**config.mk**
```make
export PLATFORM = sky130hd
export DESIGN_NAME = turbo_encoder_param
export DESIGN_NICKNAME = d
export VERILOG_FILES = /design/src/rtl/turbo_encoder_param.sv
export SDC_FILE = /design/constraint.sdc
export NUM_CORES = 1
export LEC_CHECK = 0
export ABC_AREA = 1
export CAP_MARGIN = 25
export CELL_PAD_IN_SITES_DETAIL_PLACEMENT = 1
export CELL_PAD_IN_SITES_GLOBAL_PLACEMENT = 2
export CORE_AREA = 2 2 120 122
export DETAILED_ROUTE_END_ITERATION = 10
export DIE_AREA = 0 0 122 124
export PLACE_DENSITY_LB_ADDON = 0.25
export SLEW_MARGIN = 40
export SYNTH_ARGS = -nofsm -noshare
export SYNTH_HDL_FRONTEND = slang
export SYNTH_SLANG_ARGS = --single-unit
```
**constraint.sdc**
```tcl
create_clock -name clock -period 2.4 [get_ports clock]
set_clock_uncertainty 0.05 [all_clocks]
set_input_delay 0.48 -clock clock [delete_from_list [all_inputs] [get_ports clock]]
set_output_delay 0.48 -clock clock [all_outputs]
set_load 0.03 [all_outputs]
```
**src/rtl/turbo_encoder_param.sv**
```systemverilog
// turbo_encoder_param
//   Parametrised LTE turbo-encoder core: two RSC constituent encoders
//   (g0 = 1+D2+D3 feedback, g1 = 1+D+D3) run PAR_W bits per beat on a joined
//   systematic / interleaved input stream. Each block emits K/PAR_W data beats
//   followed by one tail beat that terminates both trellises.
//   Optional feature macro: ENC_ABORT_EN adds a synchronous 'abort' input.
module turbo_encoder_param #(
   parameter int PAR_W = 8,
   parameter int MAX_K = 6144,
   parameter int LEN_W = 13
) (
   input  logic             clock,
   input  logic             reset_n,
   input  logic             start,
   input  logic [LEN_W-1:0] blk_len,
   output logic             busy,
   output logic             len_err,
`ifdef ENC_ABORT_EN
   input  logic             abort,
`endif
   input  logic [PAR_W-1:0] sys_din,
   input  logic             sys_valid,
   output logic             sys_ready,
   input  logic [PAR_W-1:0] int_din,
   input  logic             int_valid,
   output logic             int_ready,
   output logic [PAR_W-1:0] xk_out,
   output logic [PAR_W-1:0] zk_out,
   output logic [PAR_W-1:0] zk_prime_out,
   output logic [2:0]       xkp_tail,
   output logic             out_valid,
   input  logic             out_ready,
   output logic             out_last,
   output logic             out_tail
);

   localparam int               SH      = $clog2(PAR_W);
   localparam logic [LEN_W-1:0] MIN_LEN = LEN_W'(PAR_W);
   localparam logic [LEN_W-1:0] MAX_LEN = LEN_W'(MAX_K);

   typedef enum logic [1:0] {IDLE, ENC, TAIL, DRAIN} state_t;

   state_t           state_q;
   logic [2:0]       rsc1_q, rsc2_q;      // {s2, s1, s0}
   logic [LEN_W-1:0] beat_cnt_q, nbeats_q;

   logic [2:0]       rsc1_nxt, rsc2_nxt;
   logic [PAR_W-1:0] enc1_z, enc2_z;
   logic [2:0]       tail1_x, tail1_z, tail2_x, tail2_z;
   logic             space, accept, len_ok, last_beat;

   // One beat of an RSC encoder, bit 0 first; returns {next_state, parity}.
   function automatic logic [PAR_W+2:0] rsc_beat(input logic [PAR_W-1:0] u,
                                                 input logic [2:0]       s_in);
      logic [2:0]       s;
      logic [PAR_W-1:0] z;
      logic             fb;
      s = s_in;
      z = '0;
      for (int i = 0; i < PAR_W; i++) begin
         fb   = u[i] ^ s[1] ^ s[2];
         z[i] = fb ^ s[0] ^ s[2];
         s    = {s[1], s[0], fb};
      end
      return {s, z};
   endfunction

   // Three trellis-termination steps (input chosen so feedback is 0); returns {x, z}.
   function automatic logic [5:0] rsc_tail(input logic [2:0] s_in);
      logic [2:0] s, x, z;
      s = s_in;
      x = '0;
      z = '0;
      for (int t = 0; t < 3; t++) begin
         x[t] = s[1] ^ s[2];
         z[t] = s[0] ^ s[2];
         s    = {s[1], s[0], 1'b0};
      end
      return {x, z};
   endfunction

   assign {rsc1_nxt, enc1_z}   = rsc_beat(sys_din, rsc1_q);
   assign {rsc2_nxt, enc2_z}   = rsc_beat(int_din, rsc2_q);
   assign {tail1_x, tail1_z}   = rsc_tail(rsc1_q);
   assign {tail2_x, tail2_z}   = rsc_tail(rsc2_q);

   // Single output register: it can take a new beat when empty or being drained.
   assign space     = ~out_valid | out_ready;
   // The two inputs are joined; each ready depends on the other's valid.
   assign sys_ready = (state_q == ENC) & int_valid & space;
   assign int_ready = (state_q == ENC) & sys_valid & space;
   assign accept    = (state_q == ENC) & sys_valid & int_valid & space;
   assign last_beat = (beat_cnt_q + 1'b1) == nbeats_q;
   assign len_ok    = (blk_len >= MIN_LEN) && (blk_len <= MAX_LEN) &&
                      (blk_len[SH-1:0] == '0);

   // Block FSM, both RSC states, beat counter and the registered output stage.
   always_ff @(posedge clock or negedge reset_n) begin
      if (!reset_n) begin
         state_q      <= IDLE;
         rsc1_q       <= '0;
         rsc2_q       <= '0;
         beat_cnt_q   <= '0;
         nbeats_q     <= '0;
         busy         <= 1'b0;
         len_err      <= 1'b0;
         xk_out       <= '0;
         zk_out       <= '0;
         zk_prime_out <= '0;
         xkp_tail     <= '0;
         out_valid    <= 1'b0;
         out_last     <= 1'b0;
         out_tail     <= 1'b0;
      end else begin
         // NOTE: non-blocking throughout, so later assignments in this block
         // override the defaults below without any ordering hazard.
         len_err <= 1'b0;
         if (out_valid && out_ready) begin
            out_valid <= 1'b0;
            out_last  <= 1'b0;
            out_tail  <= 1'b0;
            xkp_tail  <= '0;
         end
`ifdef ENC_ABORT_EN
         if (abort) begin
            state_q      <= IDLE;
            rsc1_q       <= '0;
            rsc2_q       <= '0;
            beat_cnt_q   <= '0;
            busy         <= 1'b0;
            xk_out       <= '0;
            zk_out       <= '0;
            zk_prime_out <= '0;
            xkp_tail     <= '0;
            out_valid    <= 1'b0;
            out_last     <= 1'b0;
            out_tail     <= 1'b0;
         end else
`endif
         case (state_q)
            IDLE: begin
               if (start) begin
                  if (len_ok) begin
                     nbeats_q   <= blk_len >> SH;
                     beat_cnt_q <= '0;
                     busy       <= 1'b1;
                     state_q    <= ENC;
                  end else begin
                     len_err <= 1'b1;
                  end
               end
            end
            ENC: begin
               if (accept) begin
                  xk_out       <= sys_din;
                  zk_out       <= enc1_z;
                  zk_prime_out <= enc2_z;
                  xkp_tail     <= '0;
                  out_valid    <= 1'b1;
                  out_last     <= last_beat;
                  out_tail     <= 1'b0;
                  rsc1_q       <= rsc1_nxt;
                  rsc2_q       <= rsc2_nxt;
                  beat_cnt_q   <= beat_cnt_q + 1'b1;
                  if (last_beat) state_q <= TAIL;
               end
            end
            TAIL: begin
               if (space) begin
                  xk_out       <= {{(PAR_W-3){1'b0}}, tail1_x};
                  zk_out       <= {{(PAR_W-3){1'b0}}, tail1_z};
                  zk_prime_out <= {{(PAR_W-3){1'b0}}, tail2_z};
                  xkp_tail     <= tail2_x;
                  out_valid    <= 1'b1;
                  out_last     <= 1'b0;
                  out_tail     <= 1'b1;
                  rsc1_q       <= '0;
                  rsc2_q       <= '0;
                  state_q      <= DRAIN;
               end
            end
            DRAIN: begin
               if (out_ready) begin
                  busy       <= 1'b0;
                  beat_cnt_q <= '0;
                  state_q    <= IDLE;
               end
            end
            default: state_q <= IDLE;
         endcase
      end
   end

endmodule
```
; ---- Yosys cells after proc, flatten, opt, wreduce, memory -nomap -nowiden
; Index checks and enable logic that the tools add are counted.
[totals]
regBits = 63
input_bits = 35
out_inout_bits = 34
elab_cells = 167
[classes]
add_sub_neg = 1
n_lt_le_gt_ge = 2
eq_ne = 10
muxes = 49
bitwise = 78
reduce_logical = 13
[ops]
columns = op, n
row1 = $xor A1 B1 Y1, 70
row2 = $mux W13, 4
row3 = $mux W8, 6
row4 = $pmux W8 S2, 3
row5 = $pmux W13 S3, 1
row6 = $mux W3, 6
row7 = $pmux W3 S2, 3
row8 = $mux W1, 15
row9 = $add A13 B1 Y13 const B, 1
row10 = $eq A13 B10 Y1, 1
row11 = $ge A13 B4 Y1 const B, 1
row12 = $le A13 B13 Y1 const B, 1
row13 = $mux W2, 6
row14 = $ne A2 B2 Y1 const B, 6
row15 = $pmux W1 S2, 4
row16 = $pmux W2 S4, 1
row17 = $and A1 B1 Y1, 6
row18 = $reduce_and A3 Y1, 2
row19 = $reduce_and A6 Y1, 1
row20 = $reduce_and A5 Y1, 1
row21 = $eq A2 B2 Y1 const B, 2
row22 = $reduce_and A4 Y1, 1
row23 = $reduce_bool A2 Y1, 2
row24 = $logic_and A1 B1 Y1, 3
row25 = 6 further kinds, 6

; ---- Depth between registers and ports, before layout
[logic_depth]
word_depth = 12
mapped_depth = 19
ltp_nobuf = 19

; ---- Worst setup path before layout
; No wires, ideal clock.
[synth_path]
kind = reg-to-reg
startpoint = register state_q[1]
endpoint = register zk_prime_out[3]
setup_time_ns = 0.127
arrival_ns = 2.195
required_time_ns = 2.223
slack_ns = 0.028
stages_incl_launch_ff = 15
path_buffers = 3
period_less_slack_ns = 2.372
cell_sequence = dfrtp_1 -> inv_1 -> ha_1 -> buf_2 -> nand2_1 -> nor2_1 -> nand2_1 -> inv_1 -> nor2_1 -> nor3_1 -> inv_1 -> buf_2 -> buf_6 -> nand2_1 -> o21ai_0
[synth_via]
elab_chain_len = 6
elab_cells_between_ends = 10
classes_between = 4 x eq/ne / 1 x mux / 3 x bitwise / 2 x reduce/logical
[synth_rtl]
columns = item, line
row1 = start: declaration, 43  ; state_t state_q;
row2 = start signal: assignment, 100  ; state_q <= IDLE;
row3 = start signal: assignment, 147  ; state_q <= ENC;
row4 = start signal: assignment, 165  ; if (last_beat) state_q <= TAIL;
row5 = $eq A2 B1 Y1, "92, 140"
row6 = $and A1 B1 Y1 (3 in series), 92  ; assign accept = (state_q == ENC) & sys_valid & int_valid & space;
row7 = $ne A2 B2 Y1 (no line), n/a
row8 = $reduce_and A3 Y1 (no line), n/a
row9 = end signal: assignment, 157  ; zk_prime_out <= enc2_z;
row10 = end signal: assignment, 172  ; zk_prime_out <= {{(PAR_W-3){1'b0}}, tail2_z};
row11 = end: declaration, 29  ; output logic [PAR_W-1:0] zk_prime_out,
; Parallel ways exist; a longest one is shown, timed or not.
; A chain may end at the register's enable or synchronous reset.

; ---- Final worst setup path
[layout_path]
startpoint = register state_q[1]
endpoint = output port int_ready
[layout_via]
elab_chain_len = 3
[layout_rtl]
columns = item, line
row1 = $eq A2 B1 Y1, 91  ; assign int_ready = (state_q == ENC) & sys_valid & space;
row2 = $and A1 B1 Y1 (2 in series), 91
row3 = end: declaration, 26  ; output logic int_ready,
; Every way passes these cells.

==> summary.md <==
| Metric | Value |
|---|---|
| Status | finished, final reports clean |
| First-pass GRT wire length | 21000 um |
| Quantity of hold-fixing buffers added after cts | 0 |
| Detail-routed via count per cell | 4.68 |
| Skew-Pair Late Insertion Delay | 0.34 ns |
| Bufs on Longest Clock Path | 2 |
| # Max-Cap Violations | 0 |
| DP Cell Count | 829 |
| Die outline width | 122 um |
| Final nets | 701 |
| Yosys top cell area share | 38.5% |
| Lkg Pwr | 2.70 nW |
| Setup Viol. Count Final | 0 |
| Fmax | 448 MHz |
| Final Non-Filler Cells | 845 |
| Avg WL per Cell | 14.8 um |
| Power Total | 7.30 mW |
| Ant diodes | 0 |
| Die area | 15100 um2 |
| Worst Path Required | 1.87 ns |
| Setup crit end kind | output pin |
| Final WL | 12500 um |
| Num CTS Buffers | 9 |
| Arrival @ worst endpoint | 1.70 ns |
| Part of the Yosys area used for sequential elements | 38.5% |
| Reg2reg end | state_q[1] |
| Core area | 13700 um2 |
| Rel. slew slack | 54.0% |
| Final min period | 2.23 ns |
| Startpoint Class | flip-flop |
| Min setup slack post-route | 0.169 ns |
| Async S/R FF share, synth | 100% |
| Hold WS | 0.132 ns |
| Worst Tran Pin Value | 0.690 ns |
| Ys flop type | dfrtp_1 |
| Pre-CTS setup slack | -0.144 ns |
| Die Y | 124 um |
| CP max stage delay | 0.41 ns |
| Worst R2R Start | beat_cnt_q[0] |
| GP Congestion | 0.784 |
| Ports | 69 |
| Count of cell types in the netlist | 36 |
| Largest net degree at the start of global routing | 30 |
| Total track usage | 17.9% |
| I/O Buffers | 68 |
| Final Hold Vio Count | 0 |
| Vias post-DR | 3956 |
| CP max stage cell | dfrtp_1 |
| Root buffer cell | clkbuf_16 |
| Critical-path cell list | inv_1 -> ha_2 -> buf_6 -> nand2_1 -> nor2_1 -> buf_4 |
| H-tree levels | 3 |
| Drt first pass iters | 4 |
| Pins Over Slew Limit | 0 |
| Post-Synthesis Cells | 554 |
| Final Util | 40.7% |
| Critical Path Fanout Max | 16 |
| DRT antenna net count | 0 |
| Clock-pin slew on the worst setup and hold paths | 0.05 ns |
| Placed Area | 5260 um2 |
| Count leader, synth | nand2_1 |
| Initial antenna violation count | 0 |
| Post-synth EDFFs | 0 |
| Setup tns final | 0 ns |
| Post-Syn Nets | 594 |
| Post-Synthesis Mean Instance Area | 7.39 um2 |
| Initial DRC Count | 158 |
| Max IR drop VDD | 639 uV |
| Detailed Place HPWL | 9760 um |
| Vias in the first global route | 4362 |
| Final period utilization | 93.0% |
| # rows | 43 |
| CTS tree | yes |
| Share of post-route cells with drive strength above 1 | 17.9% |
| Area leader, netlist | dfrtp_1 |
| Crit Path Class | flip-flop to output pin |
| Synthesis-to-finish area growth | 36.3% |
| Mapped cell area | 4090 um2 |
| Initial Util | 29.8% |
| Remaining Overflow, GRT | 0 |
| Clock sink count | 63 |
| Seq cells post-synth | 63 |
| Min-Delay Path Class | input pin to async pin |
| R2R Setup Slk | 0.18 ns |
| # DRC | 0 |
| Yosys warns | 0 |
| Post-synth top cells | nand2_1 (155), nand3_1 (71), inv_1 (65), dfrtp_1 (63), o21ai_0 (44) |
| R2R depth | 15 |
| Pwr dens | 1310 nW/um2 |
| Final instance area | 5580 um2 |
| Area contributors post-synth | dfrtp_1 (39%), nand2_1 (14%), nand3_1 (8.7%) |
==> kinds of logic (layout without fill, tap and decap cells) <==
group	after synthesis	in the layout	share of synthesized area [%]
buf+inv	84	195	8.50
fa+ha+maj	5	5	1.53
flops	63	63	38.5
compound gates	62	62	8.16
simple gates	312	312	36.8
xor+xnor	26	26	5.93
mux	2	2	0.550
==> cell type report <==
| cell class | count | area, um2 |
|---|---|---|
| fillers | 1700 | 8140 |
| multi-input cells | 407 | 2200 |
| flip-flops and latches | 63 | 1580 |
| repair buffers | 110 | 1040 |
| clock buffers | 15 | 278 |
| inverters | 70 | 263 |
| well taps | 180 | 225 |
==> worst max-delay path, delay by kind of cell (launching register included) <==
family	cells	cell delay [ns]
adders and majority gates	1	0.20
buffers and inverters	3	0.49
DFF	1	0.41
and+or+nand+nor	2	0.25
==> per-layer routing <==
metal / global-route usage (%) / up-vias / wire (um)
li1: - / 1984 / -
met1: 20.8 / 1905 / 5410
met2: 32.2 / 57 / 6360
met3: 4.85 / 10 / 559
met4: 5.17 / 0 / 149
met5: 0 / - / 0
==> registers in the layout (all words and copies together) (netlist names) <==
register	count
state_q	2
busy	1
nbeats_q	10
out_tail	1
zk_prime_out	8
beat_cnt_q	13
rsc2_q	3
out_valid	1
xk_out	8
rsc1_q	3
xkp_tail	3
out_last	1
len_err	1
zk_out	8
==> what timing repair did <==
| action | 4_1_cts | 5_1_grt |
|---|---|---|
| setup endpoints to repair | 0 | 4 |
| resized for setup | 0 | 9 |
| buffers inserted | 0 | 1 |
==> power breakdown <==
part,switching (mW),internal (mW),leakage (nW),total (mW)
Clock,0.459,0.779,0.136,1.24
Combinational,2.64,1.75,1.75,4.40
Sequential,0.248,1.42,0.818,1.66
==> how the worst max path moves through the flow <==
stage | start | slack (ns) | end
after floorplan | state_q[1] | 0.03 | zk_prime_out[3]
after global placement | out_ready | -0.14 | state_q[1]
after detailed placement | out_ready | -0.14 | state_q[1]
after CTS | beat_cnt_q[1] | 0.08 | state_q[1]
after global routing | beat_cnt_q[0] | -0.06 | state_q[1]
final | state_q[1] | 0.17 | int_ready
==> cell usage in the layout (no fill, tap or decap), types with 4 or more instances in the layout <==
| cell | count |
|---|---|
| inv_1 | 64 |
| inv_2 | 6 |
| dfrtp_1 | 63 |
| xor2_1 | 18 |
| nand2_4 | 9 |
| o21ai_0 | 44 |
| buf_4 | 39 |
| clkbuf_16 | 9 |
| nor2_1 | 24 |
| nand2_1 | 155 |
| xnor2_1 | 5 |
| nand3_1 | 71 |
| nor3_1 | 6 |
| buf_12 | 4 |
| nand3_2 | 5 |
| nand2_2 | 27 |
| clkdlybuf4s50_1 | 65 |
Note: power is estimated with default switching activity, not from simulation.
